`src/rtl/stitch_wr_arbiter_pkg.sv`:
```
// Shared types and constants for the camera-stitch frame-buffer write arbiter.
package stitch_pkg;

  typedef enum logic [1:0] {
    IDLE = 2'd0,
    CMD  = 2'd1,
    DATA = 2'd2,
    DONE = 2'd3
  } state_t;

  localparam int DEF_HDISP = 640;
  localparam int DEF_VDISP = 480;
  localparam int FRAME_PIX = DEF_HDISP * DEF_VDISP;

  localparam int CAM0 = 0;
  localparam int CAM1 = 1;

  function automatic int pix_cnt_w(input int frame_pix);
    return $clog2(frame_pix);
  endfunction

endpackage

```
`src/rtl/stitch_wr_arbiter_if.sv`:
```
// Command/data handshake between the write arbiter and the memory write controller.
interface stitch_wr_arbiter_if #(
  parameter int DATA_W = 24,
  parameter int ADDR_W = 28
);
  logic              cmd_valid;
  logic              cmd_ready;
  logic [ADDR_W-1:0] cmd_addr;
  logic [7:0]        cmd_len;
  logic              wr_valid;
  logic              wr_ready;
  logic [DATA_W-1:0] wr_data;
  logic              wr_last;

  modport master (
    output cmd_valid, cmd_addr, cmd_len, wr_valid, wr_data, wr_last,
    input  cmd_ready, wr_ready
  );

  modport slave (
    input  cmd_valid, cmd_addr, cmd_len, wr_valid, wr_data, wr_last,
    output cmd_ready, wr_ready
  );
endinterface

```
`src/rtl/stitch_wr_arbiter_rr_arb2.sv`:
```
// Two-requester round-robin arbiter; the pointer hands priority to the camera
// that did not own the burst just finished.
module rr_arb2 (
  input  logic       clk,
  input  logic       rst_n,
  input  logic [1:0] req,
  input  logic       upd,
  input  logic       last_owner,
  output logic [1:0] gnt
);
  logic ptr_q, ptr_d;

  always_ff @(posedge clk or negedge rst_n) begin
    if (!rst_n) ptr_q <= 1'b0;
    else        ptr_q <= ptr_d;
  end

  always_comb begin
    ptr_d = ptr_q;
    if (upd) ptr_d = ~last_owner;
  end

  always_comb begin
    gnt = 2'b00;
    case (req)
      2'b01:   gnt = 2'b01;
      2'b10:   gnt = 2'b10;
      2'b11:   gnt = ptr_q ? 2'b10 : 2'b01;
      default: gnt = 2'b00;
    endcase
  end
endmodule

```
`src/rtl/stitch_wr_arbiter.sv`:
```
// Shares one frame-buffer write port between two camera FIFOs, one burst at a time.
//   state | meaning
//   IDLE  | waiting for a FIFO request, pick owner
//   CMD   | burst command presented, waiting for cmd_ready
//   DATA  | streaming BURST_LEN beats from the owner's FIFO head
//   DONE  | advance/wrap owner's pixel counter, rotate priority
module stitch_wr_arbiter
  import stitch_pkg::*;
#(
  parameter int                DATA_W    = 24,
  parameter int                ADDR_W    = 28,
  parameter int                BURST_LEN = 64,
  parameter int                IMG_HDISP = DEF_HDISP,
  parameter int                IMG_VDISP = DEF_VDISP,
  parameter logic [ADDR_W-1:0] BASE0     = '0,
  parameter logic [ADDR_W-1:0] BASE1     = ADDR_W'('h010_0000)
) (
  input  logic              clk,
  input  logic              rst_n,
  input  logic [1:0]        src_req,
  input  logic [1:0]        src_fs,
  input  logic [DATA_W-1:0] src0_data,
  input  logic [DATA_W-1:0] src1_data,
  output logic [1:0]        src_rd_en,
  stitch_wr_arbiter_if.master mem,
  output logic [1:0]        frame_done,
  output logic [1:0]        grant
);
  localparam int              FRAME_N   = IMG_HDISP * IMG_VDISP;
  localparam int              PIX_W     = pix_cnt_w(FRAME_N);
  localparam int              BEAT_W    = 8;
  localparam logic [BEAT_W-1:0] LAST_BEAT = BEAT_W'(BURST_LEN - 1);

  state_t            state_q, state_d;
  logic [1:0]        grant_q, grant_d;
  logic [1:0]        fs_pend_q, fs_pend_d;
  logic [BEAT_W-1:0] beat_q, beat_d;
  logic [PIX_W-1:0]  pix_cnt_q [2];
  logic [PIX_W-1:0]  pix_cnt_d [2];
  logic [1:0]        arb_gnt;
  logic              arb_upd, cur, frame_end, fs_hit;
  logic [PIX_W:0]    pix_next;

  assign cur       = grant_q[CAM1];
  assign pix_next  = {1'b0, pix_cnt_q[cur]} + (PIX_W+1)'(BURST_LEN);
  assign frame_end = (pix_next == (PIX_W+1)'(FRAME_N));
  // a frame start seen in the DONE cycle itself counts like a pending one
  assign fs_hit    = fs_pend_q[cur] | src_fs[cur];
  assign grant     = grant_q;

  rr_arb2 u_rr_arb2 (
    .clk        (clk),
    .rst_n      (rst_n),
    .req        (src_req),
    .upd        (arb_upd),
    .last_owner (cur),
    .gnt        (arb_gnt)
  );

  always_ff @(posedge clk or negedge rst_n) begin
    if (!rst_n) begin
      state_q         <= IDLE;
      grant_q         <= '0;
      fs_pend_q       <= '0;
      beat_q          <= '0;
      pix_cnt_q[CAM0] <= '0;
      pix_cnt_q[CAM1] <= '0;
    end else begin
      state_q         <= state_d;
      grant_q         <= grant_d;
      fs_pend_q       <= fs_pend_d;
      beat_q          <= beat_d;
      pix_cnt_q[CAM0] <= pix_cnt_d[CAM0];
      pix_cnt_q[CAM1] <= pix_cnt_d[CAM1];
    end
  end

  always_comb begin
    state_d   = state_q;
    grant_d   = grant_q;
    fs_pend_d = fs_pend_q;
    beat_d    = beat_q;
    pix_cnt_d = pix_cnt_q;
    arb_upd   = 1'b0;
    for (int s = 0; s < 2; s++) begin
      if (src_fs[s]) begin
        if (grant_q[s]) fs_pend_d[s] = 1'b1;
        else            pix_cnt_d[s] = '0;
      end
    end
    case (state_q)
      IDLE: begin
        if (|arb_gnt) begin
          grant_d = arb_gnt;
          beat_d  = '0;
          state_d = CMD;
        end
      end
      CMD: begin
        if (mem.cmd_ready) state_d = DATA;
      end
      DATA: begin
        if (mem.wr_ready) begin
          beat_d = beat_q + 1'b1;
          if (beat_q == LAST_BEAT) state_d = DONE;
        end
      end
      DONE: begin
        pix_cnt_d[cur] = (fs_hit || frame_end) ? '0 : pix_next[PIX_W-1:0];
        fs_pend_d[cur] = 1'b0;
        arb_upd        = 1'b1;
        grant_d        = '0;
        state_d        = IDLE;
      end
      default: state_d = IDLE;
    endcase
  end

  always_comb begin
    mem.cmd_valid = 1'b0;
    mem.cmd_addr  = '0;
    mem.cmd_len   = '0;
    mem.wr_valid  = 1'b0;
    mem.wr_data   = '0;
    mem.wr_last   = 1'b0;
    src_rd_en     = '0;
    frame_done    = '0;
    case (state_q)
      CMD: begin
        mem.cmd_valid = 1'b1;
        mem.cmd_addr  = (cur ? BASE1 : BASE0) + {{(ADDR_W-PIX_W){1'b0}}, pix_cnt_q[cur]};
        mem.cmd_len   = 8'(BURST_LEN - 1);
      end
      DATA: begin
        mem.wr_valid = 1'b1;
        mem.wr_data  = cur ? src1_data : src0_data;
        mem.wr_last  = (beat_q == LAST_BEAT);
        src_rd_en    = grant_q & {2{mem.wr_ready}};
      end
      DONE: begin
        frame_done[cur] = frame_end & ~fs_hit;
      end
      default: ;
    endcase
  end
endmodule

```
`src/flat_wrapper.sv`:
```
// flat-port wrapper written by rule: the top's interface ports become plain ports
module stitch_wr_arbiter_flat import stitch_pkg::*;
#(
  parameter int                DATA_W    = 24,
  parameter int                ADDR_W    = 28,
  parameter int                BURST_LEN = 64,
  parameter int                IMG_HDISP = DEF_HDISP,
  parameter int                IMG_VDISP = DEF_VDISP,
  parameter logic [ADDR_W-1:0] BASE0     = '0,
  parameter logic [ADDR_W-1:0] BASE1     = ADDR_W'('h010_0000)
)
  (clk, rst_n, src_req, src_fs, src0_data, src1_data, src_rd_en, frame_done, grant, mem_cmd_valid, mem_cmd_addr, mem_cmd_len, mem_wr_valid, mem_wr_data, mem_wr_last, mem_cmd_ready, mem_wr_ready);
  stitch_wr_arbiter_if #(.DATA_W(DATA_W), .ADDR_W(ADDR_W)) mem_i ();
  input  logic clk;
  input  logic rst_n;
  input  logic [1:0] src_req;
  input  logic [1:0] src_fs;
  input  logic [DATA_W-1:0] src0_data;
  input  logic [DATA_W-1:0] src1_data;
  output logic [1:0] src_rd_en;
  output logic [1:0] frame_done;
  output logic [1:0] grant;
  output wire logic [$bits(mem_i.cmd_valid)-1:0] mem_cmd_valid;
  output wire logic [$bits(mem_i.cmd_addr)-1:0] mem_cmd_addr;
  output wire logic [$bits(mem_i.cmd_len)-1:0] mem_cmd_len;
  output wire logic [$bits(mem_i.wr_valid)-1:0] mem_wr_valid;
  output wire logic [$bits(mem_i.wr_data)-1:0] mem_wr_data;
  output wire logic [$bits(mem_i.wr_last)-1:0] mem_wr_last;
  input wire logic [$bits(mem_i.cmd_ready)-1:0] mem_cmd_ready;
  input wire logic [$bits(mem_i.wr_ready)-1:0] mem_wr_ready;
  assign mem_cmd_valid = mem_i.cmd_valid;
  assign mem_cmd_addr = mem_i.cmd_addr;
  assign mem_cmd_len = mem_i.cmd_len;
  assign mem_wr_valid = mem_i.wr_valid;
  assign mem_wr_data = mem_i.wr_data;
  assign mem_wr_last = mem_i.wr_last;
  assign mem_i.cmd_ready = mem_cmd_ready;
  assign mem_i.wr_ready = mem_wr_ready;
  stitch_wr_arbiter #(.DATA_W(DATA_W), .ADDR_W(ADDR_W), .BURST_LEN(BURST_LEN), .IMG_HDISP(IMG_HDISP), .IMG_VDISP(IMG_VDISP), .BASE0(BASE0), .BASE1(BASE1)) u_core (.clk(clk), .rst_n(rst_n), .src_req(src_req), .src_fs(src_fs), .src0_data(src0_data), .src1_data(src1_data), .src_rd_en(src_rd_en), .mem(mem_i), .frame_done(frame_done), .grant(grant));
endmodule
```
`config.mk`:
```
export PLATFORM = sky130hd
export DESIGN_NAME = stitch_wr_arbiter_flat
export DESIGN_NICKNAME = d
export VERILOG_FILES = /design/src/rtl/stitch_wr_arbiter_pkg.sv /design/src/rtl/stitch_wr_arbiter_if.sv /design/src/rtl/stitch_wr_arbiter_rr_arb2.sv /design/src/rtl/stitch_wr_arbiter.sv /design/src/flat_wrapper.sv
export SDC_FILE = /design/constraint.sdc
export NUM_CORES = 1
export LEC_CHECK = 0
export CORE_MARGIN = 5
export CORE_UTILIZATION = 35
export CTS_BUF_LIST = sky130_fd_sc_hd__clkbuf_2
export DETAILED_ROUTE_END_ITERATION = 8
export SYNTH_ARGS = -nofsm -noshare
export SYNTH_HDL_FRONTEND = slang
export SYNTH_SLANG_ARGS = --single-unit
```
`constraint.sdc`:
```
create_clock -name clk -period 4 [get_ports clk]
set_clock_uncertainty 0.2 [all_clocks]
set_input_delay 0.8 -clock clk [delete_from_list [all_inputs] [get_ports clk]]
set_output_delay 0.8 -clock clk [all_outputs]
set_load 0.02 [all_outputs]
```
==> results <==
- The flow ran to the end, and the final reports show no timing, DRC or antenna violations.
- Of the cells placed in the final design, the portion with a size suffix greater than 1 is 0.102.
- The number of synthesized flops with an enable pin is 0.
- The share of the Yosys chip area taken by registers is 0.365.
- The cell area after technology mapping is 0.00364 mm^2.
- The worst setup path is captured at an output port.
- The die outline height is 112 um.
- The site row count is 37.
- Clock tree synthesis found a total of 53 sinks.
- The post-synthesis compound-gate area fraction is 0.155.
- Compared with the post-synthesis result, the final layout area differs by 38.9%.
- Setup slack on the worst reg-to-reg path comes out at 1100 ps.
- The cell count after synthesis is 395.
- The deepest clock path buffer count is 2.
- The number of antenna diodes in the final layout is 0.
- The number of port buffers is 114.
- Across every metal layer, demand over resource in global routing totals 0.172.
- Pin placement for this block handled 125 I/O pins.
- The initial detailed-routing violation count is between 100 and 150.
- The count of final setup violators is 0.
- The first detailed-routing pass ran for 4 iterations.
- The number of max-cap violations is 0.
- The worst-case IR drop observed on VDD is between 200 and 250 uV.
- Yosys attributes the largest share of cell area to sky130_fd_sc_hd__dfrtp_1, sky130_fd_sc_hd__mux2i_1, sky130_fd_sc_hd__nor2_1, sky130_fd_sc_hd__buf_4, sky130_fd_sc_hd__a32o_1.
- The initial utilization of the core area, before any placement, comes to 0.356.
- The synthesis-stage register bit count is 53.
- The fraction of synthesized area in multiplexers is 0.132.
- sky130_fd_sc_hd__dfrtp_1 takes more of the synthesized area than any other cell.
- The share of Yosys cell area claimed by the top area cell type is 0.365.
- Data arrives at the worst endpoint at 2880 ps.
- The count of nets left with antenna violations once routing finished came out at 0.
- Buffers inserted during clock tree synthesis total 5.
- The global route total overflow is 0.
- The nature of the critical path startpoint is a flip-flop.
- Dividing total power by cell area gives a power density of 428 mW/mm^2.
- The total wire length after detailed routing is 11.1 mm.
- The proportion of synthesized flip-flops having asynchronous set or reset is 1.00.
- Ranked by instance count, the synthesized netlist is headed by sky130_fd_sc_hd__dfrtp_1, sky130_fd_sc_hd__nor2_1, sky130_fd_sc_hd__mux2i_1, sky130_fd_sc_hd__nand2_1, sky130_fd_sc_hd__o21ai_0.
- Of the total synthesized cell area, the portion taken by AND, OR, NAND and NOR gates is 0.207.
- The first global-routing pass estimated 17.8 mm of wire.
- The worst setup path is of the reg2out kind.
- The mean number of vias per cell is 5.10.
- The type of the most critical hold path is in2async.
- The number of design rule violations left after detail routing is 0.
- The critical path starts at u_core.grant[1]$_DFFE_PN0P_.
- The number of vias in the routed layout is 3292.
- Timing would allow up to 258 MHz.
- Setup total negative slack on the finished layout was measured at 0 ps.
- The die boundary width is 112 um.
- In the final design database the tool counted 573 nets.
- STA puts the critical path data required time at 3000 ps.
- The Yosys step of the flow raised 0 warnings.
- At the pin with the least slew margin, the transition time is 858 ps.
- The root cell of the clock tree is sky130_fd_sc_hd__clkbuf_2.
- In the finished design, the share of the clock period the worst path needs comes to 0.971.
- Summed over all nets, the half-perimeter wirelength after detailed placement is 8.19 mm.
- The die covers 0.0125 mm^2.
- The source-to-sink clock delay at the later pin of the worst-skew pair is about 460 ps.
- The final weighted congestion in routability-driven placement is 0.840.
- The dominant combinational cell family by area after synthesis is simple AND/OR/NAND/NOR gates.
- The most used flip-flop cell after synthesis is sky130_fd_sc_hd__dfrtp_1.
- The time the final worst path needs with I/O delays and setup is 3880 ps.
- The most frequent cell after synthesis is sky130_fd_sc_hd__dfrtp_1.
- In this run the mean area of a mapped cell was between 9 and 10 um^2.
- The clock tree from TritonCTS is done.
- The clock-pin slew on the worst setup and hold paths is 290 ps.
- The via count of the first global-routing pass is 3429.
- The number of different library cells in the post-synthesis netlist is 57.
- The largest net degree at the start of global routing is 38.
- After detailed placement, the total cell area comes to 0.00487 mm^2.
- Dividing the detail-routed wire length by the instance count gives 17.1 um.
- In this run the tightest slew margin relative to its limit is 0.428.
- The adder-cell area share of the yosys netlist is 0.0275.
- The number of antenna violations at the first check in global routing is 0.
- The hold violation total from the final report is 0.
- The largest fanout on the critical path is 25.
- The origin of the critical flop-to-flop path is u_core.grant[1]$_DFFE_PN0P_.
- With fillers left out, the area of the finished cells amounts to 0.00505 mm^2.
- The floorplan step defined a core boundary enclosing ~0.01 mm^2.
- For this design the static power due to leakage is 2.06 nW.
- The area share of xor/xnor cells in the synthesized design is 0.0337.
- The H-tree level count is 2.
- After clock tree synthesis, the flow added hold-fix buffers numbering 0.
- The max-slew violation total from the final report is 0.
[per-stage QoR]
stage,total power (W),hold slack [ps],std cells,util,setup slack (ps)
CTS,0.00219,188,645,0.491,20.6
global placement,0.00189,280,632,0.476,195
detailed placement,0.00190,288,632,0.476,111
global route,0.00231,217,646,0.494,-6.33
finish,0.00216,188,646,0.494,117
floorplan,0.00145,264,404,-,79.5
[worst paths after layout]
| check | cells past startpoint | to |
|---|---|---|
| setup / recovery | 8 | frame_done[1] |
| hold / removal | 1 | u_core.pix_cnt_q[11]$_DFF_PN0_ |
| setup reg to reg | 8 | u_core.pix_cnt_q[32]$_DFF_PN0_ |
| hold reg to reg | 1 | u_core.pix_cnt_q[18]$_DFF_PN0_ |
| max in group asynchronous | 2 | u_core.pix_cnt_q[14]$_DFF_PN0_ |
| min in group clk | 1 | u_core.pix_cnt_q[18]$_DFF_PN0_ |
[layout make-up]
cell class	count	area (um^2)
multi-input combinational	301	2120
tap	136	170
clock inverter	3	21.3
inverter	13	48.8
fill	999	5180
clock buffer	5	25.0
timing repair buffer	135	1340
sequential	53	1330
[sequential cells by signal, indices dropped and copies added, names as in the netlist]
signal                  flops
u_core.beat_q               8
u_core.fs_pend_q            2
u_core.grant                2
u_core.pix_cnt_q           38
u_core.state_q              2
u_core.u_rr_arb2.ptr_q      1
[where the power goes]
part | internal [W] | total [W] | leakage (nW) | switching (W)
registers | 0.000594 | 0.000653 | 0.723 | 0.0000591
clock network | 0.0000453 | 0.000230 | 0.0310 | 0.000185
logic | 0.000578 | 0.00128 | 1.31 | 0.000701
[cell usage in the layout (no fill, tap or decap), types with 8 or more instances in the layout]
master and instances:
sky130_fd_sc_hd__nor2b_1 17, sky130_fd_sc_hd__xor2_1 9, sky130_fd_sc_hd__nand3_1 8, sky130_fd_sc_hd__inv_1 12, sky130_fd_sc_hd__o21ai_0 18, sky130_fd_sc_hd__conb_1 10, sky130_fd_sc_hd__and2_1 12, sky130_fd_sc_hd__dfrtp_1 52
sky130_fd_sc_hd__a32o_1 12, sky130_fd_sc_hd__and3_1 8, sky130_fd_sc_hd__nand2_1 27, sky130_fd_sc_hd__clkdlybuf4s50_1 111, sky130_fd_sc_hd__nor2_1 44, sky130_fd_sc_hd__buf_4 20, sky130_fd_sc_hd__a21oi_1 10, sky130_fd_sc_hd__mux2i_1 40
[worst max-delay path, stage by stage, from the launching register on]
cell	delay, ps
sky130_fd_sc_hd__dfrtp_4	580
sky130_fd_sc_hd__buf_16	180
sky130_fd_sc_hd__nand4b_1	350
sky130_fd_sc_hd__a221oi_2	450
sky130_fd_sc_hd__xnor2_2	200
sky130_fd_sc_hd__o2111a_2	280
sky130_fd_sc_hd__nand3b_2	110
sky130_fd_sc_hd__nor2_2	130
sky130_fd_sc_hd__buf_4	160
[cell families (layout without fill, tap and decap cells)]
family	after synthesis	in the layout
AOI/OAI and AO/OA	75	75
other	1	10
muxes	47	47
and+or+nand+nor	147	147
xor gates and xnor gates	14	14
buffers and inverters	50	156
DFF	53	53
adders and majority gates	8	8
[per-layer routing]
layer | wire (um) | part of all wire | track usage
met5 | 0 | 0 | 0
met4 | 195 | 0.018 | 0.0465
met3 | 433 | 0.039 | 0.0359
met2 | 5510 | 0.50 | 0.294
met1 | 4940 | 0.45 | 0.222
[repair_timing]
| action | 4_1_cts | 5_1_grt |
|---|---|---|
| setup buffers | 4 | 1 |
| setup endpoints to repair | 2 | 2 |
| gates cloned | 1 | 0 |
| gates resized for setup | 14 | 8 |
| pin swaps | 0 | 4 |
Power figures use the tool's default switching activity.
